## config.mk

```make
export PLATFORM = sky130hd
export DESIGN_NAME = generic_bus_rr_arbiter
export DESIGN_NICKNAME = d
export VERILOG_FILES = /design/src/rtl/generic_bus_rr_arbiter.sv
export SDC_FILE = /design/constraint.sdc
export NUM_CORES = 1
export LEC_CHECK = 0
export ABC_AREA = 1
export CORE_AREA = 2 2 110 112
export CTS_BUF_LIST = sky130_fd_sc_hd__clkbuf_4
export CTS_CLUSTER_DIAMETER = 30
export DETAILED_ROUTE_END_ITERATION = 7
export DIE_AREA = 0 0 112 114
export MAX_ROUTING_LAYER = met4
export REMOVE_ABC_BUFFERS = 1
export SYNTH_ARGS = -nofsm -noshare
export SYNTH_HDL_FRONTEND = slang
export SYNTH_SLANG_ARGS = --single-unit
```

## constraint.sdc

```tcl
create_clock -name CLK -period 2 [get_ports CLK]
set_input_delay 0.3 -clock CLK [delete_from_list [all_inputs] [get_ports CLK]]
set_output_delay 0.3 -clock CLK [all_outputs]
set_load 0.02 [all_outputs]
```

## src/rtl/generic_bus_rr_arbiter.sv

```systemverilog
// generic_bus_rr_arbiter
//   Round-robin arbiter that lets NUM_REQ generic-bus requestors share one target.
//   A grant is taken in IDLE (one cycle, no bus activity). It is then held for the whole
//   transaction in ACTIVE until one of three things happens:
//     - the target completes;
//     - the watchdog expires;
//     - the granted requestor abandons its request.
//
// Ports
//   CLK, RST                      clock, synchronous active-high reset
//   req_addr/ren/wen/wdata/byte_en  per-channel request fields (channel i at slice i)
//   req_rdata                     broadcast read data
//   req_busy, req_error           per-channel handshake; only the granted channel sees busy=0
//   bus_addr/ren/wen/wdata/byte_en  target-side request, muxed from the granted channel
//   bus_rdata, bus_busy, bus_error  target-side response
//   grant_id                      granted channel, 0 while idle
module generic_bus_rr_arbiter #(
    parameter int unsigned NUM_REQ = 2,
    parameter int unsigned ADDR_W  = 32,
    parameter int unsigned DATA_W  = 32,
    parameter int unsigned TIMEOUT = 255
) (
    input  logic                          CLK,
    input  logic                          RST,
    input  logic [NUM_REQ*ADDR_W-1:0]     req_addr,
    input  logic [NUM_REQ-1:0]            req_ren,
    input  logic [NUM_REQ-1:0]            req_wen,
    input  logic [NUM_REQ*DATA_W-1:0]     req_wdata,
    input  logic [NUM_REQ*DATA_W/8-1:0]   req_byte_en,
    output logic [DATA_W-1:0]             req_rdata,
    output logic [NUM_REQ-1:0]            req_busy,
    output logic [NUM_REQ-1:0]            req_error,
    output logic [ADDR_W-1:0]             bus_addr,
    output logic                          bus_ren,
    output logic                          bus_wen,
    output logic [DATA_W-1:0]             bus_wdata,
    output logic [DATA_W/8-1:0]           bus_byte_en,
    input  logic [DATA_W-1:0]             bus_rdata,
    input  logic                          bus_busy,
    input  logic                          bus_error,
    output logic [$clog2(NUM_REQ)-1:0]    grant_id
);

    localparam int unsigned BeW  = DATA_W / 8;
    localparam int unsigned GntW = $clog2(NUM_REQ);
    localparam int unsigned CntW = (TIMEOUT > 0) ? $clog2(TIMEOUT + 1) : 1;

    localparam logic [CntW-1:0] TimeoutCnt = CntW'(TIMEOUT);

    localparam logic [0:0] StIdle   = 1'b0;
    localparam logic [0:0] StActive = 1'b1;

    logic [0:0]      state_q, state_d;
    logic [GntW-1:0] grant_q, grant_d;
    logic [GntW-1:0] ptr_q, ptr_d;
    logic [CntW-1:0] cnt_q, cnt_d;

    // Round-robin search starting at ptr_q.
    int unsigned     cand;
    logic [GntW-1:0] cand_idx;
    logic [GntW-1:0] pick_idx;
    logic            pick_found;

    always_comb begin
        pick_found = 1'b0;
        pick_idx   = '0;
        cand       = 0;
        cand_idx   = '0;
        for (int unsigned k = 0; k < NUM_REQ; k++) begin
            cand     = (32'(ptr_q) + k) % NUM_REQ;
            cand_idx = GntW'(cand);
            if (!pick_found && (req_ren[cand_idx] || req_wen[cand_idx])) begin
                pick_found = 1'b1;
                pick_idx   = cand_idx;
            end
        end
    end

    // Fields of the granted channel; write wins when ren and wen are both set.
    logic g_ren, g_wen, g_req;
    assign g_wen = req_wen[grant_q];
    assign g_ren = req_ren[grant_q] & ~req_wen[grant_q];
    assign g_req = g_ren | g_wen;

    assign bus_addr    = req_addr[32'(grant_q) * ADDR_W +: ADDR_W];
    assign bus_wdata   = req_wdata[32'(grant_q) * DATA_W +: DATA_W];
    assign bus_byte_en = req_byte_en[32'(grant_q) * BeW +: BeW];
    assign req_rdata   = bus_rdata;

    logic [GntW-1:0] ptr_adv;
    logic            timed_out;
    assign ptr_adv   = (grant_q == GntW'(NUM_REQ - 1)) ? '0 : grant_q + GntW'(1);
    assign timed_out = (TIMEOUT != 0) && (cnt_q == TimeoutCnt);

    always_comb begin
        state_d   = state_q;
        grant_d   = grant_q;
        ptr_d     = ptr_q;
        cnt_d     = cnt_q;
        bus_ren   = 1'b0;
        bus_wen   = 1'b0;
        req_busy  = '1;
        req_error = '0;
        grant_id  = grant_q;

        case (state_q)
            StIdle: begin
                if (pick_found) begin
                    state_d = StActive;
                    grant_d = pick_idx;
                end
            end
            StActive: begin
                if (!g_req) begin
                    // Requestor abandoned the transaction: release silently.
                    state_d = StIdle;
                    grant_d = '0;
                    ptr_d   = ptr_adv;
                    cnt_d   = '0;
                end else if (!bus_busy) begin
                    bus_ren            = g_ren;
                    bus_wen            = g_wen;
                    req_busy[grant_q]  = 1'b0;
                    req_error[grant_q] = bus_error;
                    state_d            = StIdle;
                    grant_d            = '0;
                    ptr_d              = ptr_adv;
                    cnt_d              = '0;
                end else if (timed_out) begin
                    // Watchdog: complete with error and withdraw the bus request.
                    req_busy[grant_q]  = 1'b0;
                    req_error[grant_q] = 1'b1;
                    state_d            = StIdle;
                    grant_d            = '0;
                    ptr_d              = ptr_adv;
                    cnt_d              = '0;
                end else begin
                    bus_ren = g_ren;
                    bus_wen = g_wen;
                    cnt_d   = (cnt_q == '1) ? cnt_q : cnt_q + CntW'(1);
                end
            end
            default: begin
                state_d = StIdle;
                grant_d = '0;
            end
        endcase

        // Reset aborts silently, including in the cycle it is asserted.
        if (RST) begin
            bus_ren   = 1'b0;
            bus_wen   = 1'b0;
            req_busy  = '1;
            req_error = '0;
            grant_id  = '0;
        end
    end

    always_ff @(posedge CLK) begin
        if (RST) begin
            state_q <= StIdle;
            grant_q <= '0;
            ptr_q   <= '0;
            cnt_q   <= '0;
        end else begin
            state_q <= state_d;
            grant_q <= grant_d;
            ptr_q   <= ptr_d;
            cnt_q   <= cnt_d;
        end
    end

    // A channel must never request a read and a write at the same time.
    a_no_rw_both: assert property (@(posedge CLK) disable iff (RST) (req_ren & req_wen) == '0)
        else $error("generic_bus_rr_arbiter: ren and wen both set on one channel");

endmodule

```

==> metrics.txt <==
VDD IR max=roughly 0.12 mV; worst path cell trace=clkdlybuf4s50_1 > inv_1 > nand2_1 > nand2_2 > nor3b_1 > clkdlybuf4s15_1; P&R area growth vs syn=125%; Pleak=0.00199 µW; CP Data Required Time=around 1.7 ns; H-tree level count=1; CTS tree=done; Starting DRT DRC Count=89; final worst path period share=between 90% and 100%; CP delay by family, top=buffers and inverters; Worst Setup End Kind=output port; Worst Setup SP=req_ren[1]; I/O pin cnt=between 200 and 300; Die Ht=114 µm; cells after synthesis=348; vias in the first global route=2720; origin of the critical flop-to-flop path=cnt_q[0]$_SDFFE_PP0P_; Netlist cell types=27; layout cells sized above 1=8.60%; Core ar.=11700 µm²; Routed WL=11400 µm; vias per inst=a little over 4; critical setup path kind=input port to output port; commonest non-fill, non-tap cell in the layout=nand2_1; HP Start=ptr_q$_SDFFE_PP0P_; first-pass GRT wire length=16100 µm; initial antenna violation count=6; pin count of the biggest net entering global routing=39; PnR worst setup slack=about 0.1 ns; IO Port Bufs=around 220; Syn. warnings=0; CP Max Fanout=2; Clock Path Buffers=2; most frequent cells in the layout=nand2_1 (222), clkdlybuf4s50_1 (143), dlygate4sd2_1 (63); clk_lat worst skew=0.26 ns; clk root buf=clkbuf_4; Pre-Repair DR Iteration Count=4; gpl congestion=0.807; fin cells=688; overall die width=112 µm; Seq/Total Area, Yosys=approximately 13%; max-slew violation count=0; max_slew headroom=81.3%; RSZ-0062 raised after global routing=no; total CTS buffers=3; CTS sink cnt=11; Clk pin slew, worst setup/hold paths=0.07 ns; Tot GR Track Use=17.5%; Post-DP HPWL=10100 µm; fin nets=713; crit path time final=1.90 ns; Residual DRC=0; Post-DRT Antenna Nets=0; dpl cells=678; critical path's slowest cell=clkdlybuf4s50_1; Core Rows=40; setup bufs post-CTS=0; Place WS=-0.272 ns; Setup TNS=0 ns; Avg Cell Area, Syn=5.04 µm²; fmax=around 530 MHz; Die Area=around 13000 µm²; clock skew=0.00777 ns; crit start category=input port; Max Cap Viol=0; status=finished, final reports clean; CP Data Arrival Time=1.60 ns; endpoints failing setup=0; GRT Residual Overflow=0; Worst path max stage delay=0.50 ns; via count=2805; flops & latches, synth=11; Post-Syn Area=between 1500 and 2000 µm²; wire length per cell=16.6 µm; hold crit path type=flop to flop; worst slew pin tran=roughly 0.28 ns; power per cell area=346 nW/µm²; CP bufs+invs=3; Initial Util=between 10% and 20%; Fin. Hold Viols=0
## where the power goes
group / internal (µW) / switching [µW] / total (µW) / leakage (µW)
logic: 496 / 475 / 971 / 0.00188
registers: 226 / 7.90 / 234 / 0.0000910
clock network: 90.6 / 72.0 / 163 / 0.0000184
total: 813 / 555 / 1370 / 0.00199
## per-stage QoR
step | util, % | area (µm²) | hold WS (ns) | power [µW]
floorplan | - | 1440 | 0.369 | 635
finish | 33.7 | 3950 | 0.492 | 1370
detailed placement | 34.0 | 3990 | 0.474 | 1320
global route | 33.7 | 3950 | 0.520 | 1470
global placement | 34.0 | 3990 | 0.471 | 1310
CTS | 33.7 | 3940 | 0.494 | 1390
## worst paths after layout
kind,slack (ns),to,cells past startpoint
max,0.10,bus_ren,6
min,0.49,ptr_q$_SDFFE_PP0P_,2
max reg2reg,0.66,cnt_q[6]$_SDFFE_PP0P_,9
min reg2reg,0.49,ptr_q$_SDFFE_PP0P_,2
## cells by family (layout without fill, tap and decap cells)
logic type	count (synthesis)	after routing	synth area share [%]
buffers and inverters	63	250	21.2
flip-flops	11	11	12.6
AO/OA/AOI/OAI	14	14	4.43
AND/OR/NAND/NOR	259	259	61.1
adder cells (fa/ha/maj)	1	1	0.714
other	0	6	0
## worst min-delay path: stages, from the launching register on
cell,delay [ns]
dfxtp_1,0.35
nor2_2,0.05
nor2_2,0.06
## registers in the layout, summed over array words and instances, names as in the netlist
name	cells
grant_q	1
cnt_q	8
state_q	1
ptr_q	1
## cell usage after synthesis
library cell,instances,share of area (%)
a21oi_1,7,2.0
nand2_1,222,48
buf_2,2,0.57
o21ai_1,1,0.29
nand3_1,6,1.7
nand4_2,1,0.71
nor3b_1,1,0.43
nand2_2,3,1.1
nor2_4,1,0.64
dfxtp_1,11,13
ha_1,1,0.71
nand4_1,5,1.8
nor3_2,2,1.1
nand2_4,2,1.3
o211ai_1,1,0.43
inv_4,2,0.71
buf_4,32,14
inv_2,2,0.43
o221ai_1,1,0.50
nand3_4,1,1.0
inv_1,11,2.4
o22ai_1,1,0.36
nor2_1,11,2.4
buf_6,1,0.64
nor2_2,4,1.4
o21ai_0,3,0.86
clkbuf_1,13,2.8
## cell type report
class / instances / area (µm²)
multi-input cells: 274 / 1160
flip-flops and latches: 11 / 226
well taps: 147 / 184
inverters: 15 / 61.3
clock buffers: 4 / 30.0
fillers: 1290 / 7760
repair buffers: 231 / 2270
diodes: 6 / 15.0
## layer usage
layer	global-route usage, %	routed length (µm)	vias up
met3	12.0	2080	4
met5	-	0	-
li1	-	-	1410
met4	1.79	49	0
met1	20.5	4580	1167
met2	25.8	4720	224
## what timing repair did
action	CTS	global route
hold buffers	0	0
resized for setup	76	12
setup endpoints to repair	72	9
Note: power is estimated with default switching activity, not from simulation.
